**src/rtl/frame_pkg.sv**
```systemverilog
// Shared types and constants for the receive-side frame assembler.
// Wire format: DST MAC, SRC MAC, LEN byte, then LEN payload bytes.
package frame_pkg;

    localparam int MAC_BYTES    = 12;
    localparam int LEN_W        = 8;
    localparam int DROP_CNT_MAX = 255;

    typedef enum logic [2:0] {
        ST_IDLE,
        ST_DST,
        ST_SRC,
        ST_LEN,
        ST_PAYLOAD,
        ST_HOLD
    } state_t;

endpackage

```
**src/rtl/idle_timer.sv**
```systemverilog
// Counts idle cycles while enabled; expire fires on the last allowed cycle.
// A clear in the same cycle suppresses expiry and restarts the count.
module idle_timer #(
    parameter int TIMEOUT = 1024
) (
    input  logic clk,
    input  logic reset,
    input  logic clear,
    input  logic enable,
    output logic expire
);

    localparam int CW = $clog2(TIMEOUT);

    logic [CW-1:0] cnt;

    assign expire = enable && !clear && (cnt == CW'(TIMEOUT - 1));

    always_ff @(posedge clk or negedge reset) begin
        if (!reset) begin
            cnt <= '0;
        end else if (clear || !enable || expire) begin
            cnt <= '0;
        end else begin
            cnt <= cnt + 1'b1;
        end
    end

endmodule

```
**src/rtl/frame_assembler.sv**
```systemverilog
// Parses a received byte stream into header fields and a buffered payload,
// then streams the payload out over valid/ready; bad or stalled frames drop.
module frame_assembler #(
    parameter int DATA_LEN    = 8,
    parameter int MAC_BYTES   = 12,
    parameter int MAX_PAYLOAD = 16,
    parameter int TIMEOUT     = 1024
) (
    input  logic                   clk,
    input  logic                   reset,
    input  logic                   rec_complete,
    input  logic [DATA_LEN-1:0]    din,
    output logic [MAC_BYTES*8-1:0] frm_dst,
    output logic [MAC_BYTES*8-1:0] frm_src,
    output logic [7:0]             frm_len,
    output logic                   out_valid,
    input  logic                   out_ready,
    output logic [DATA_LEN-1:0]    out_data,
    output logic                   out_last,
    output logic                   err_drop,
    output logic [7:0]             drop_count
);

    import frame_pkg::*;

    localparam int MW  = MAC_BYTES * 8;
    localparam int BCW = $clog2(MAC_BYTES);
    localparam int PW  = $clog2(MAX_PAYLOAD);

    state_t              state;
    logic [BCW-1:0]      byte_cnt;
    logic [PW-1:0]       wr_ptr;
    logic [PW-1:0]       rd_ptr;
    logic [DATA_LEN-1:0] pay_buf [MAX_PAYLOAD];

    logic len_bad;
    logic last_wr;
    logic mac_done;
    logic timer_en;
    logic expire;
    logic drop_ev;

    assign len_bad  = (din == '0) || (din > LEN_W'(MAX_PAYLOAD));
    assign last_wr  = LEN_W'(wr_ptr) == frm_len - 1'b1;
    assign mac_done = byte_cnt == BCW'(MAC_BYTES - 1);
    assign timer_en = (state == ST_DST) || (state == ST_SRC) ||
                      (state == ST_LEN) || (state == ST_PAYLOAD);

    assign drop_ev = expire ||
                     (rec_complete && state == ST_HOLD) ||
                     (rec_complete && state == ST_LEN && len_bad);

    idle_timer #(
        .TIMEOUT(TIMEOUT)
    ) u_idle_timer (
        .clk   (clk),
        .reset (reset),
        .clear (rec_complete),
        .enable(timer_en),
        .expire(expire)
    );

    // Payload storage is plain data: no reset needed.
    always_ff @(posedge clk) begin
        if (state == ST_PAYLOAD && rec_complete) begin
            pay_buf[wr_ptr] <= din;
        end
    end

    always_ff @(posedge clk or negedge reset) begin
        if (!reset) begin
            state      <= ST_IDLE;
            byte_cnt   <= '0;
            wr_ptr     <= '0;
            rd_ptr     <= '0;
            frm_dst    <= '0;
            frm_src    <= '0;
            frm_len    <= '0;
            out_valid  <= 1'b0;
            out_data   <= '0;
            out_last   <= 1'b0;
            err_drop   <= 1'b0;
            drop_count <= '0;
        end else begin
            err_drop <= drop_ev;
            if (drop_ev && drop_count != LEN_W'(DROP_CNT_MAX)) begin
                drop_count <= drop_count + 1'b1;
            end
            if (expire) begin
                state <= ST_IDLE;
            end else begin
                unique case (state)
                    ST_IDLE: begin
                        if (rec_complete) begin
                            frm_dst  <= {frm_dst[MW-DATA_LEN-1:0], din};
                            byte_cnt <= BCW'(1);
                            state    <= ST_DST;
                        end
                    end
                    ST_DST: begin
                        if (rec_complete) begin
                            frm_dst <= {frm_dst[MW-DATA_LEN-1:0], din};
                            if (mac_done) begin
                                byte_cnt <= '0;
                                state    <= ST_SRC;
                            end else begin
                                byte_cnt <= byte_cnt + 1'b1;
                            end
                        end
                    end
                    ST_SRC: begin
                        if (rec_complete) begin
                            frm_src <= {frm_src[MW-DATA_LEN-1:0], din};
                            if (mac_done) begin
                                byte_cnt <= '0;
                                state    <= ST_LEN;
                            end else begin
                                byte_cnt <= byte_cnt + 1'b1;
                            end
                        end
                    end
                    ST_LEN: begin
                        if (rec_complete) begin
                            frm_len <= din;
                            wr_ptr  <= '0;
                            state   <= len_bad ? ST_IDLE : ST_PAYLOAD;
                        end
                    end
                    ST_PAYLOAD: begin
                        if (rec_complete) begin
                            if (last_wr) begin
                                rd_ptr <= '0;
                                state  <= ST_HOLD;
                            end else begin
                                wr_ptr <= wr_ptr + 1'b1;
                            end
                        end
                    end
                    ST_HOLD: begin
                        // First HOLD cycle only loads beat 0 from the buffer.
                        if (!out_valid) begin
                            out_valid <= 1'b1;
                            out_data  <= pay_buf[rd_ptr];
                            out_last  <= frm_len == LEN_W'(1);
                        end else if (out_ready) begin
                            if (out_last) begin
                                out_valid <= 1'b0;
                                out_last  <= 1'b0;
                                state     <= ST_IDLE;
                            end else begin
                                rd_ptr   <= rd_ptr + 1'b1;
                                out_data <= pay_buf[rd_ptr + 1'b1];
                                out_last <= LEN_W'(rd_ptr) + LEN_W'(2) == frm_len;
                            end
                        end
                    end
                    default: state <= ST_IDLE;
                endcase
            end
        end
    end

endmodule

```
**config.mk**
```make
export PLATFORM = sky130hd
export DESIGN_NAME = frame_assembler
export DESIGN_NICKNAME = d
export VERILOG_FILES = /design/src/rtl/frame_pkg.sv /design/src/rtl/idle_timer.sv /design/src/rtl/frame_assembler.sv
export SDC_FILE = /design/constraint.sdc
export NUM_CORES = 1
export LEC_CHECK = 0
export CORE_MARGIN = 1
export CORE_UTILIZATION = 55
export DETAILED_ROUTE_END_ITERATION = 10
export PLACE_DENSITY = 0.81
export SLEW_MARGIN = 20
export SYNTH_ARGS = -nofsm -noshare
export SYNTH_HDL_FRONTEND = slang
export SYNTH_HIERARCHICAL = 1
export SYNTH_SLANG_ARGS = --single-unit
```
**constraint.sdc**
```tcl
create_clock -name clk -period 6.2 [get_ports clk]
set_clock_uncertainty 0.2 [all_clocks]
set_input_delay 0.93 -clock clk [delete_from_list [all_inputs] [get_ports clk]]
set_output_delay 0.93 -clock clk [all_outputs]
set_load 0.01 [all_outputs]
```
=== Yosys cells after proc, flatten, opt, wreduce, memory -nomap -nowiden ===
Memories as Yosys holds them, arrays and structs flattened.
Cells that the tools add are included.

* Register bits: 244
* Bits in writable memories: 128
* Bits of input ports: 12
* Output and inout port bits: 219
* Logic and storage cells: 130
* Memories: 1

{| class="wikitable"
|+ Memories
! memory !! words !! width !! read ports !! clocked after Yosys merged registers in !! write ports !! RTL line !! RTL
|-
| pay_buf || 16 || 8 || 2 || 0 || 1 || frame_assembler.sv:34 || <nowiki>logic [DATA_LEN-1:0] pay_buf [MAX_PAYLOAD];</nowiki>
|}

* $add $sub $neg: 7
* Order comparisons: 1
* Eq/ne operators: 33
* Muxes and demuxes: 40
* Bitwise logic cells: 1
* Reductions and logical operators: 34

{| class="wikitable"
|+ Operators by type and width
! operator !! number
|-
| 4-bit 2-to-1 mux || 11
|-
| 3-bit 2-to-1 mux || 13
|-
| 3-bit != test (second input constant) || 11
|-
| 8-bit 2-to-1 mux || 3
|-
| 4-bit case mux with 2 select lines || 3
|-
| 2-bit != test (second input constant) || 9
|-
| 3-bit case mux with 6 select lines || 1
|-
| 4-bit by 1-bit adder with 4-bit output (second input constant) || 3
|-
| 3-bit AND reduction || 4
|-
| 11-bit AND reduction || 1
|-
| 10-bit by 1-bit adder with 10-bit output (second input constant) || 1
|-
| 10-bit == test (second input constant) || 1
|-
| 10-bit 2-to-1 mux || 1
|-
| 8-bit by 1-bit adder with 8-bit output (second input constant) || 1
|-
| 4-bit by 8-bit == test with 1-bit output || 1
|-
| 5-bit by 8-bit == test with 1-bit output || 1
|-
| 8-bit by 1-bit == test with 1-bit output (second input constant) || 1
|-
| 8-bit by 5-bit > comparator with 1-bit output (second input constant) || 1
|-
| 8-bit logical NOT || 1
|-
| 1-bit logical OR || 8
|-
| 1-bit 2-to-1 mux || 8
|-
| 8-bit != test (second input constant) || 1
|-
| 4-bit AND reduction || 2
|-
| 8-bit by 1-bit subtractor with 8-bit output (second input constant) || 1
|-
| 15 further kinds || 28
|}

=== Longest topological paths before layout ===
Gate-level depths: netlist of run 1.

* Word-level depth: 9
* Mapped depth: 12

=== By module ===
The synthesis of run 1 kept the hierarchy.

{| class="wikitable"
|+ By module, submodules not included
! module !! instances !! cells each !! area each (um2)
|-
| frame_assembler || 1 || 972 || 15,486.1
|-
| idle_timer || 1 || 51 || 495.5
|}

=== Least setup slack after synthesis of run 1 ===
Ideal clock, no wire load.

* Path kind: input-to-reg
* Start point: input port rec_complete
* End point: register frm_src[55]
* Library setup time: 128 ps
* Data arrival time: 2,678 ps
* Data required time: 5,872 ps
* Slack: 3,195 ps
* Stages on the path: 7
* Cell sequence: nand2b_1 -> nor4_1 -> nor2_1 -> nand4_1 -> clkbuf_1 -> buf_2 -> mux2_1

* Cells in the longest elaborated chain, start to end: 5

{| class="wikitable"
|+ RTL lines
! item !! RTL line !! RTL
|-
| start: declaration || frame_assembler.sv:11 || <nowiki>input logic rec_complete,</nowiki>
|-
| 1-bit logical NOT || idle_timer.sv:17 || <nowiki>assign expire = enable && !clear && (cnt == CW'(TIMEOUT - 1));</nowiki>
|-
| 1-bit logical AND (2 in series) || idle_timer.sv:17 ||
|-
| named net expire || frame_assembler.sv:40 || <nowiki>logic expire;</nowiki>
|-
| 1-bit inverter (no source line) || n/a ||
|-
| 3-bit AND reduction (no source line) || n/a ||
|-
| end signal: assignment || frame_assembler.sv:113 || <nowiki>frm_src <= {frm_src[MW-DATA_LEN-1:0], din};</nowiki>
|-
| end: declaration || frame_assembler.sv:14 || <nowiki>output logic [MAC_BYTES*8-1:0] frm_src,</nowiki>
|}

The timed path passes the listed nets, and every way through them passes these cells.
A chain may end at the register's enable or synchronous reset.

=== Worst setup path in the final report of run 1 ===
* Start point: input port rec_complete
* End point: register byte_cnt[2]

* Cells in the longest elaborated chain, start to end: 5
* Elaborated cells on any way between the ends: 7
* Classes of those cells: 2 x eq/ne; 1 x bitwise; 4 x reduce/logical

{| class="wikitable"
|+ RTL lines
! item !! RTL line !! RTL
|-
| 1-bit logical NOT || idle_timer.sv:17 ||
|-
| 1-bit logical AND (2 in series) || idle_timer.sv:17 ||
|-
| named net expire || frame_assembler.sv:40 ||
|-
| 1-bit inverter (no source line) || n/a ||
|-
| 4-bit AND reduction (no source line) || n/a ||
|-
| end signal: assignment || frame_assembler.sv:107 || <nowiki>byte_cnt <= byte_cnt + 1'b1;</nowiki>
|-
| end signal: assignment || frame_assembler.sv:118 || <nowiki>byte_cnt <= byte_cnt + 1'b1;</nowiki>
|-
| end: declaration || frame_assembler.sv:31 || <nowiki>logic [BCW-1:0] byte_cnt;</nowiki>
|}

The timed path passes the listed nets, and every way through them passes these cells.

==> summary.txt, run 1 <==
Run status
  • Status: completed

Yosys
  • Commonest cells post-synth: dfrtp_1, edfxtp_1, mux2_2
  • Synth top area share: 0.382
  • Post-synth EDFFs: 128
  • Netlist Area Pre-Place: 16,000 µm²
  • Post-Syn Nets: 1,046
  • Library cells used by synthesis: 72
  • Top-count cell post-synth: dfrtp_1
  • Yosys reg bits: 372
  • Top post-synthesis cells by area: dfrtp_1, edfxtp_1, mux4_2
  • Synthesis Warnings: 6
  • Predominant post-synthesis flop cell: dfrtp_1
  • Async S/R FF share, synth: 0.656
  • Avg Inst Size Synth: 15.6 µm²
  • Synthesized instance count: 1,023
  • Area leader, netlist: dfrtp_1
  • Sequential area share after synthesis: 0.623

Placement
  • Placed standard-cell area: 18,600 µm²
  • Dpl cells: 1,600
  • PortBufs: 230
  • Final Wtd Congestion: 0.878
  • Post-DP HPWL: 24,000 µm

Clocking
  • Post-cts resize count: 0
  • CTS max path bufs: 3
  • Cts hold-fix bufs: 0
  • CTS tree: done
  • Clk sinks: 372
  • Post-CTS Setup Inserts: 0
  • TritonCTS Buffers: 38
  • H-tree levels: 2
  • Worst-path clk slew: 0.06 ns
  • CTS root buffer: clkbuf_16
  • Clk_lat worst skew: 0.53 ns

Detailed routing
  • Iteration-0 DRC Markers: 633
  • Routed vias/inst: 5.90
  • Drt wl/cell: 22.0 µm
  • Vias post-DR: 9,847
  • WL final: 36,700 µm
  • Post-DRT Antenna Nets: 0
  • DRT Pass-1 Iters: 7
  • DRC Markers: 0

Worst setup path
  • Arr. time, crit path: 3.89 ns
  • Worst stage delay on the critical path: 0.68 ns
  • CP Max Fanout: 97
  • Cell family with most CP delay: simple AND/OR/NAND/NOR gates
  • Crit path buf inv count: 3
  • Reg2reg path depth: 7
  • WS Path Type: in -> reg
  • Startpoint types: input pin
  • CP endpoint kind: register
  • CP max-delay cell: clkdlybuf4s50_1
  • WP depth: 10
  • Most used cell, CP: nand2b_1
  • Critical Path RT: 6.44 ns
  • Cell Chain, Critical Path: clkdlybuf4s50_1 > nand2b_1 > nor4_2 > buf_4 > nand2b_1 > nor3_2 > buf_12 > nor2b_1 > or4_1 > o21ai_1

Floorplanning
  • Starting density of the core: 0.558
  • Die Span Y: 172 µm
  • Core Area: 28,600 µm²
  • Num rows: 62
  • Die area: 29,700 µm²
  • Ports: 231
  • Die span in x: 172 µm

Flow run
  • Max Cap Viol: 0

Timing
  • Final setup vio count: 0
  • Fmax: 0.274 GHz
  • Setup tns final: 0 ns
  • Unrepaired setup endpoints after global routing: false
  • Worst-Margin Slew: 1.15 ns
  • Period utilization: 0.589
  • Crit path time final: 3.65 ns
  • Slew Viols, Final: 0
  • Worst relative slew slack: 0.232
  • Hold Vio Cnt, Final: 0

Cells and area
  • Nets@finish: 1,279
  • Design Area, Final: 19,900 µm²
  • Layout overhead on the synthesized area: 24.6%
  • Layout cells sized above 1: 0.207
  • ANT cells: 0
  • Final Util: 0.696
  • Final Non-Filler Cells: 1,670

Global route
  • Largest net degree at the start of global routing: 126
  • Initial antenna violation count: 0
  • Grt total ovfl: 0
  • Total Routing Usage GR: 0.251
  • Vias in the first global route: 10,100
  • First-pass GRT wire length: 56,400 µm

Power and ir drop
  • Flop pwr share: 0.441
  • PwrDens: 326 nW/µm²
  • PnR Total Power: 6.49 mW
  • Power share of the combinational group: 0.205
  • Psw: 1.78 mW
  • Clk network pwr share: 0.353
  • Switching portion of total power: 0.274
  • P_int: 4.71 mW
  • Leak pwr: 8.24 nW
  • Maximum VDD drop: 0.218 mV

Worst hold path
  • Worst Hold Depth: 1
  • Worst Hold Class: reg -> reg
## state kept, by name (all words and copies together) (netlist names), 3 cells and up
signal / flops
drop_count: 8
frm_len: 8
frm_dst: 96
frm_src: 96
wr_ptr: 4
u_idle_timer/cnt: 10
out_data: 8
state: 3
rd_ptr: 4
byte_cnt: 4
pay_buf: 128
## path summary, 6_finish.rpt
path	from	to	slack [ns]
max	rec_complete	byte_cnt[2]	2.55
min	frm_dst[89]	frm_dst[89]	0.29
max reg2reg	rd_ptr[1]	out_data[7]	2.62
min reg2reg	frm_dst[89]	frm_dst[89]	0.29
max in group asynchronous	reset	frm_src[41]	4.29
min in group asynchronous	reset	u_idle_timer/cnt[1]	0.31
## worst reg2reg max path: cells and delay by family, from the launching register on
family	cells	cell delay (ns)
muxes	1	0.55
AOI/OAI and AO/OA	2	0.52
buffers and inverters	2	0.76
adders and majority gates	1	0.94
DFF	1	0.35
and+or+nand+nor	1	0.14
## kinds of logic after synthesis
group,after synthesis,share of synthesized area
XOR/XNOR,24,0.0132
AO/OA/AOI/OAI,96,0.0409
buffers and inverters,65,0.0209
multiplexers,273,0.234
AND/OR/NAND/NOR,182,0.0600
adder cells (fa/ha/maj),11,0.00861
flip-flops,372,0.623
## metrics by stage
step / hold slack, ns / setup WS [ns]
after floorplan: 0.255 / 3.19
after global placement: 0.270 / 2.15
after CTS: 0.291 / 2.56
after detailed placement: 0.277 / 2.12
after global routing: 0.299 / 2.29
final: 0.288 / 2.55
## power groups by stage
stage / clock network [mW] / logic, mW / registers [mW]
floorplan: 0 / 1.01 / 2.82
global placement: 0 / 1.29 / 2.89
detailed placement: 0 / 1.32 / 2.91
CTS: 2.32 / 1.34 / 2.86
global route: 2.42 / 1.43 / 2.88
finish: 2.29 / 1.33 / 2.86
## routing by layer
layer	GRT usage	share of wire
met1	0.333	0.40
met2	0.407	0.49
met3	0.0680	0.086
met4	0.0773	0.026
met5	0	0
## cell usage in the layout, fill, tap and decap left out, types with 7 or more instances in the layout
master | netlist | layout
mux4_2 | 60 | 60
xor2_1 | 7 | 7
nor2_1 | 38 | 38
clkbuf_1 | 21 | 9
a21oi_1 | 17 | 17
nor2b_1 | 13 | 13
clkdlybuf4s50_1 | 0 | 229
mux2_1 | 86 | 86
inv_1 | 9 | 9
o21ai_0 | 12 | 12
edfxtp_1 | 128 | 128
nand2b_1 | 14 | 14
clkbuf_16 | 0 | 39
nand2_1 | 42 | 42
mux2i_1 | 11 | 11
dfrtp_1 | 244 | 243
xnor2_1 | 17 | 17
ha_1 | 11 | 10
nand3_1 | 14 | 14
nor3_1 | 16 | 15
buf_4 | 3 | 15
mux2_2 | 116 | 116
nand4_1 | 8 | 8
a31oi_1 | 9 | 9
## final cells by class
type / count / area (µm²)
Clock buffer: 54 / 1090
Clock inverter: 16 / 171
Sequential cell: 372 / 9950
Multi-Input combinational cell: 586 / 5710
Inverter: 11 / 41.3
Fill cell: 1841 / 8710
Tap cell: 384 / 480
Timing Repair Buffer: 247 / 2460
Power figures use the tool's default switching activity.
==> run 2, diff against run 1 <==
Clock period 6.2 ns to 3.4 ns, I/O delays scaled along.
==> summary.txt, run 2 (synthesized netlist as in run 1, its figures left out) <==
Clocking
  • Clk_lat worst skew: 0.53 ns
  • CTS max path bufs: 3
  • Worst-path clk slew: 0.06 ns
  • TritonCTS Buffers: 38
  • Clk sinks: 372
  • CTS tree: done
  • CTS root buffer: clkbuf_16
  • H-tree levels: 2

Detailed routing
  • DRT Pass-1 Iters: 7
  • Vias post-DR: 9,974
  • DRC Markers: 0
  • Post-DRT Antenna Nets: 0
  • Routed vias/inst: 5.84
  • Drt wl/cell: 21.9 µm
  • WL final: 37,400 µm
  • Iteration-0 DRC Markers: 690

Worst setup path
  • CP Max Fanout: 31
  • Arr. time, crit path: 3.17 ns
  • CP max-delay cell: nor4_2
  • R2R setup slack: 0.43 ns
  • Worst stage delay on the critical path: 0.63 ns
  • WS Path Type: reg -> reg
  • Most used cell, CP: buf_12
  • CP endpoint kind: register
  • Startpoint types: register
  • Critical Path RT: 3.60 ns
  • Cell Chain, Critical Path: xnor2_1 > nand2b_1 > nor4_2 > nor2_1 > nand4_1 > buf_12 > buf_12 > mux2_1

Timing
  • Crit path time final: 2.97 ns
  • Hold Vio Cnt, Final: 0
  • Setup tns final: 0 ns
  • Final setup vio count: 0
  • Unrepaired setup endpoints after global routing: false
  • Fmax: 0.336 GHz
  • Worst relative slew slack: 0.422
  • Slew Viols, Final: 0
  • Worst-Margin Slew: 0.864 ns
  • Period utilization: 0.874

Cells and area
  • Commonest non-fill, non-tap cell in the layout: dfrtp_1
  • Layout overhead on the synthesized area: 26.6%
  • Max FFs per register: 128
  • Nets@finish: 1,316
  • Commonest cells after routing, fill and taps aside: dfrtp_1, clkdlybuf4s50_1, edfxtp_1, mux2_2, mux2_1
  • Largest registers: pay_buf x128, frm_dst x96, frm_src x96
  • Biggest register: pay_buf
  • Layout cells sized above 1: 0.226

Global route
  • Initial antenna violation count: 0
  • Total Routing Usage GR: 0.257
  • Largest net degree at the start of global routing: 97
  • Vias in the first global route: 10,100
  • Grt total ovfl: 0
  • First-pass GRT wire length: 57,700 µm

Floorplanning
  • Core Area: 28,600 µm²
  • Die Span Y: 172 µm
  • Ports: 231
  • Num rows: 62
  • Die span in x: 172 µm
  • Starting density of the core: 0.558
  • Die area: 29,700 µm²

Placement
  • PortBufs: 230
  • Final Wtd Congestion: 0.896
  • Post-DP HPWL: 24,400 µm

Flow run
  • Max Cap Viol: 0

Power and ir drop
  • Maximum VDD drop: 0.399 mV
  • Leak pwr: 8.44 nW
  • PwrDens: 584 nW/µm²
  • PnR Total Power: 11.8 mW

Run status
  • Status: completed

Worst hold path
  • Worst Hold Class: reg -> reg
[run 2: cell types whose count changed in the layout (fill, tap and decap cells not counted), moves of 2 or more]
cell,previous run,this run
buf_12,2,10
buf_4,15,43
bufinv_16,3,1
clkbuf_1,9,13
clkinv_1,6,4
clkinv_2,6,4
clkinv_8,2,0
[run 2: cell type report]
class / instances / area, µm²
Timing Repair Buffer: 284 / 2840
Antenna cell: 1 / 2.50
Fill cell: 1865 / 8400
Clock inverter: 11 / 88.8
Inverter: 11 / 41.3
Sequential cell: 372 / 9950
Clock buffer: 58 / 1110
Tap cell: 384 / 480
Multi-Input combinational cell: 586 / 5710
[run 2: repair_timing]
item / in CTS / in global routing
setup buffers: 0 / 0
hold buffers: 1 / 0
setup endpoints to repair: 0 / 0
gates resized for setup: 0 / 0
endpoints found under the hold margin: 72 / 0
[run 2: per-layer routing]
metal | track usage | routed length (µm)
met1 | 0.347 | 15100
met2 | 0.416 | 18300
met3 | 0.0641 | 3060
met4 | 0.0754 | 895
met5 | 0 | 0
[run 2: where the power goes]
part	switching [mW]	internal (mW)
clock network	1.70	2.33
logic	1.31	1.29
registers	0.268	4.91
[run 2: worst paths after layout]
kind / startpoint / endpoint / cells after the start
max: state[2] / frm_src[94] / 8
max in group asynchronous: reset / frm_dst[76] / 3
min reg2reg: frm_dst[89] / frm_dst[89] / 1
min: frm_dst[89] / frm_dst[89] / 1
min in group asynchronous: reset / out_data[5] / 2
max reg2reg: state[2] / frm_src[94] / 8
[run 2: per-stage QoR]
step	hold WS, ns	util	cell area (µm²)	worst slack, ns	instances
finish	0.283	0.707	20200	0.427	1707
CTS	0.290	0.706	20200	0.420	1706
global route	0.312	0.706	20200	0.164	1706
detailed placement	0.275	0.664	19000	0.179	1636
floorplan	0.0144	-	16000	0.534	1023
global placement	0.269	0.664	19000	0.254	1636
[run 2: critical path: cells and delay by family (launching register included)]
| kind | cells | cell delay (ns) |
|---|---|---|
| mux | 1 | 0.34 |
| buf+inv | 2 | 0.44 |
| flops | 1 | 0.60 |
| simple gates | 4 | 1.05 |
| xor+xnor | 1 | 0.18 |
==> RTL edit 1, RTL diff (settings of run 1) <==
Register the output `err_drop` once more; this adds one clock of latency there. The other outputs are not delayed to match.
--- a/src/rtl/frame_assembler.sv
+++ b/src/rtl/frame_assembler.sv
@@ -28,2 +28,4 @@
     localparam int PW  = $clog2(MAX_PAYLOAD);
+
+    logic err_drop_s0;
 
@@ -81,6 +83,6 @@
             out_last   <= 1'b0;
-            err_drop   <= 1'b0;
+            err_drop_s0 <= 1'b0;
             drop_count <= '0;
         end else begin
-            err_drop <= drop_ev;
+            err_drop_s0 <= drop_ev;
             if (drop_ev && drop_count != LEN_W'(DROP_CNT_MAX)) begin
@@ -162,2 +164,6 @@
 
+    always_ff @(posedge clk) begin
+        err_drop <= err_drop_s0;
+    end
+
 endmodule
Function: no difference found for any inputs over 4 cycles, from zero or initial values and one cycle with reset low; that may be too few to reach the edited logic, so the function may still have changed.
==> RTL edit 1 against run 1 <==
Wire length increased by 0.45%; cell area up 0.82%; synthesized area is 0.13% higher; sequential cell count grew 1; setup slack got worse by 0.089 ns; total power up 2.8%.
==> RTL edit 1: results <==
export IMPL_synth_top_area_share_pct=38.2
export IMPL_crit_family="buffers and inverters"
export IMPL_multi_input_area_share_pct=28.5
export IMPL_use_met2_pct=40.9
export IMPL_crit_arrival_ns=3.97
export IMPL_synth_xor_xnor_area_share_pct=1.31
export IMPL_clk_share_pct=6.84
export IMPL_synth_seq_cells=373
export IMPL_n_all_buffers=249
export IMPL_final_nets=1283
export IMPL_drt_wl_total_mm=36.9
export IMPL_drive_above_1_share_pct=21.4
export IMPL_grtUsageTotal_pct=25.0
export IMPL_r2r_slack_ns=2.66
export IMPL_buf_share_pct=12.4
export IMPL_slowest_stage="buf_4"
export IMPL_met1_usage_pct=31.5
export IMPL_yosysSeqAreaShare_pct=62.3
export IMPL_relSlewSlack_pct=32.4
export IMPL_synth_adder_area_share_pct=0.860
export IMPL_nFillCells=1866
export IMPL_synthMuxAreaShare_pct=23.3
export IMPL_hold_path_endpoint="err_drop"
export IMPL_instances_no_fill=1673
export IMPL_seqCellArea_um2=9970
export IMPL_r2r_cells=9
export IMPL_post_place_cells=1602
export IMPL_reg2reg_to="frm_src[44]"
export IMPL_use_met3_pct=7.74
export IMPL_grt_pass1_wl_mm=58.2
export IMPL_gp_congestion=0.850
export IMPL_hold_depth=0
export IMPL_holdCritStartpoint="err_drop_s0"
export IMPL_fin_hold_ws_ns=0.151
export IMPL_synth_compound_area_share_pct=4.09
export IMPL_vias=9952
export IMPL_nClkBuffers=56
export IMPL_synth_distinct_cells=73
export IMPL_grt_max_degree=100
export IMPL_cpPeakStageDelay_ns=0.81
export IMPL_outcome="complete, no violations"
export IMPL_async_reset_ff_share_pct=65.4
export IMPL_p_leak_uw=0.00833
export IMPL_synth_area_leaders="dfrtp_1, edfxtp_1, mux4_2"
[RTL edit 1: cell count changes after synthesis, sizes merged]
cell   before  now
dfxtp       0    1
[RTL edit 1: cell families (layout without fill, tap and decap cells)]
| kind of cell | after synthesis | in the layout |
|---|---|---|
| flops | 373 | 373 |
| mux | 273 | 273 |
| simple gates | 182 | 182 |
| compound gates | 96 | 96 |
| buf+inv | 65 | 330 |
| xor+xnor | 24 | 24 |
| fa+ha+maj | 11 | 11 |
[RTL edit 1: through the flow]
step | worst slack, ns | cell area (µm²)
finish | 2.46 | 20100
global route | 2.28 | 20100
floorplan | 3.19 | 16000
global placement | 1.98 | 18700
CTS | 2.26 | 20000
detailed placement | 1.94 | 18700
[RTL edit 1: power breakdown]
part           total [µW]  switching, µW  internal [µW]
registers            2880            176           2700
logic                1350            685            666
clock network        2440            975           1460
total                6670           1840           4830
[RTL edit 1: per-layer routing]
layer  wire length, µm  vias to the layer above
met3              3400                       85
met4              1150                        0
met5                 0                        -
met1             14300                     5099
li1                  -                     4356
met2             18000                      412
==> RTL edit 2, RTL diff (flow settings as in run 1) <==
Without the edit above. `LEN_W`: 8 -> 16.
--- a/src/rtl/frame_pkg.sv
+++ b/src/rtl/frame_pkg.sv
@@ -5,3 +5,3 @@
     localparam int MAC_BYTES    = 12;
-    localparam int LEN_W        = 8;
+    localparam int LEN_W        = 16;
     localparam int DROP_CNT_MAX = 255;
Behaviour: unchanged (Yosys induction, for registers that start in step).
==> RTL edit 2 against run 1 <==
Cell count fell by 1.4%; sequential cell count did not move; die area fell by 0.16%; synthesized area fell by 0.16%; cell area fell by 0.28%; hold slack got worse by 0.086 ns; sequential share of layout area rose by 0.14 points; total power rose by 25%; setup slack got worse by 0.27 ns; wire length fell by 0.40%; critical path type unchanged; highest routed layer unchanged.
==> RTL edit 2: results <==
export IMPL_outcome="complete, no violations"
export IMPL_drt_wl_total_mm=36.6
export IMPL_timing_fmax_mhz=255
export IMPL_met1_length_mm=14.2
export IMPL_grt_pass1_vias=10077
export IMPL_post_place_cells=1577
export IMPL_synth_xor_xnor_area_share_pct=1.48
export IMPL_fin_hold_ws_ns=0.202
export IMPL_dpl_cell_area_um2=18600
export IMPL_worstMarginPinSlew_ns=0.907
export IMPL_slowest_stage="nor4_2"
export IMPL_synth_area_leaders="dfrtp_1, edfxtp_1, mux2_2"
export IMPL_drive_above_1_share_pct=27.2
export IMPL_crit_arrival_ns=4.14
export IMPL_synth_compound_area_share_pct=4.02
export IMPL_worst_r2r_startpoint="state[0]"
export IMPL_drtIter0Drc=889
export IMPL_pre_cts_ws_ns=1.45
export IMPL_drt_pass1_iter_count=5
export IMPL_synth_adder_area_share_pct=0.863
export IMPL_synthMuxAreaShare_pct=24.1
export IMPL_met2_length_mm=18.1
export IMPL_cts_buffers=39
export IMPL_gp_congestion=0.858
export IMPL_peakVddDrop_v=0.000423
export IMPL_r2r_slack_ns=2.49
export IMPL_wl_met3_mm=3.44
export IMPL_wl_per_cell_um=22.2
==> RTL edit 2: power breakdown <==
group,switching (µW),total [µW],internal [µW]
Clock,918,2190,1270
Combinational,1160,2590,1420
Sequential,399,3310,2910
==> RTL edit 2: worst register-to-register path, stage by stage (launching register included) <==
cell and delay [ns]:
dfrtp_1 0.64, nor2_1 0.10, xnor2_1 0.19, nand2b_1 0.17, nor4_2 0.71, nand2b_1 0.46, nor3_4 0.07, buf_12 0.27
nor2_1 0.26, o21ai_1 0.12, a22o_1 0.24, a22o_1 0.18
==> RTL edit 2: area by class of cell <==
cell class / instances / area share (%)
sequential: 372 / 50.1
multi-input combinational: 570 / 28.9
timing repair buffer: 245 / 12.4
clock buffer: 58 / 5.74
tap: 378 / 2.38
clock inverter: 11 / 0.277
inverter: 12 / 0.227
==> RTL edit 2: per-layer routing <==
metal,global-route usage (%),vias up
li1,-,4296
met1,32.0,4957
met2,41.6,407
met3,7.28,57
met4,7.27,0
met5,0,-
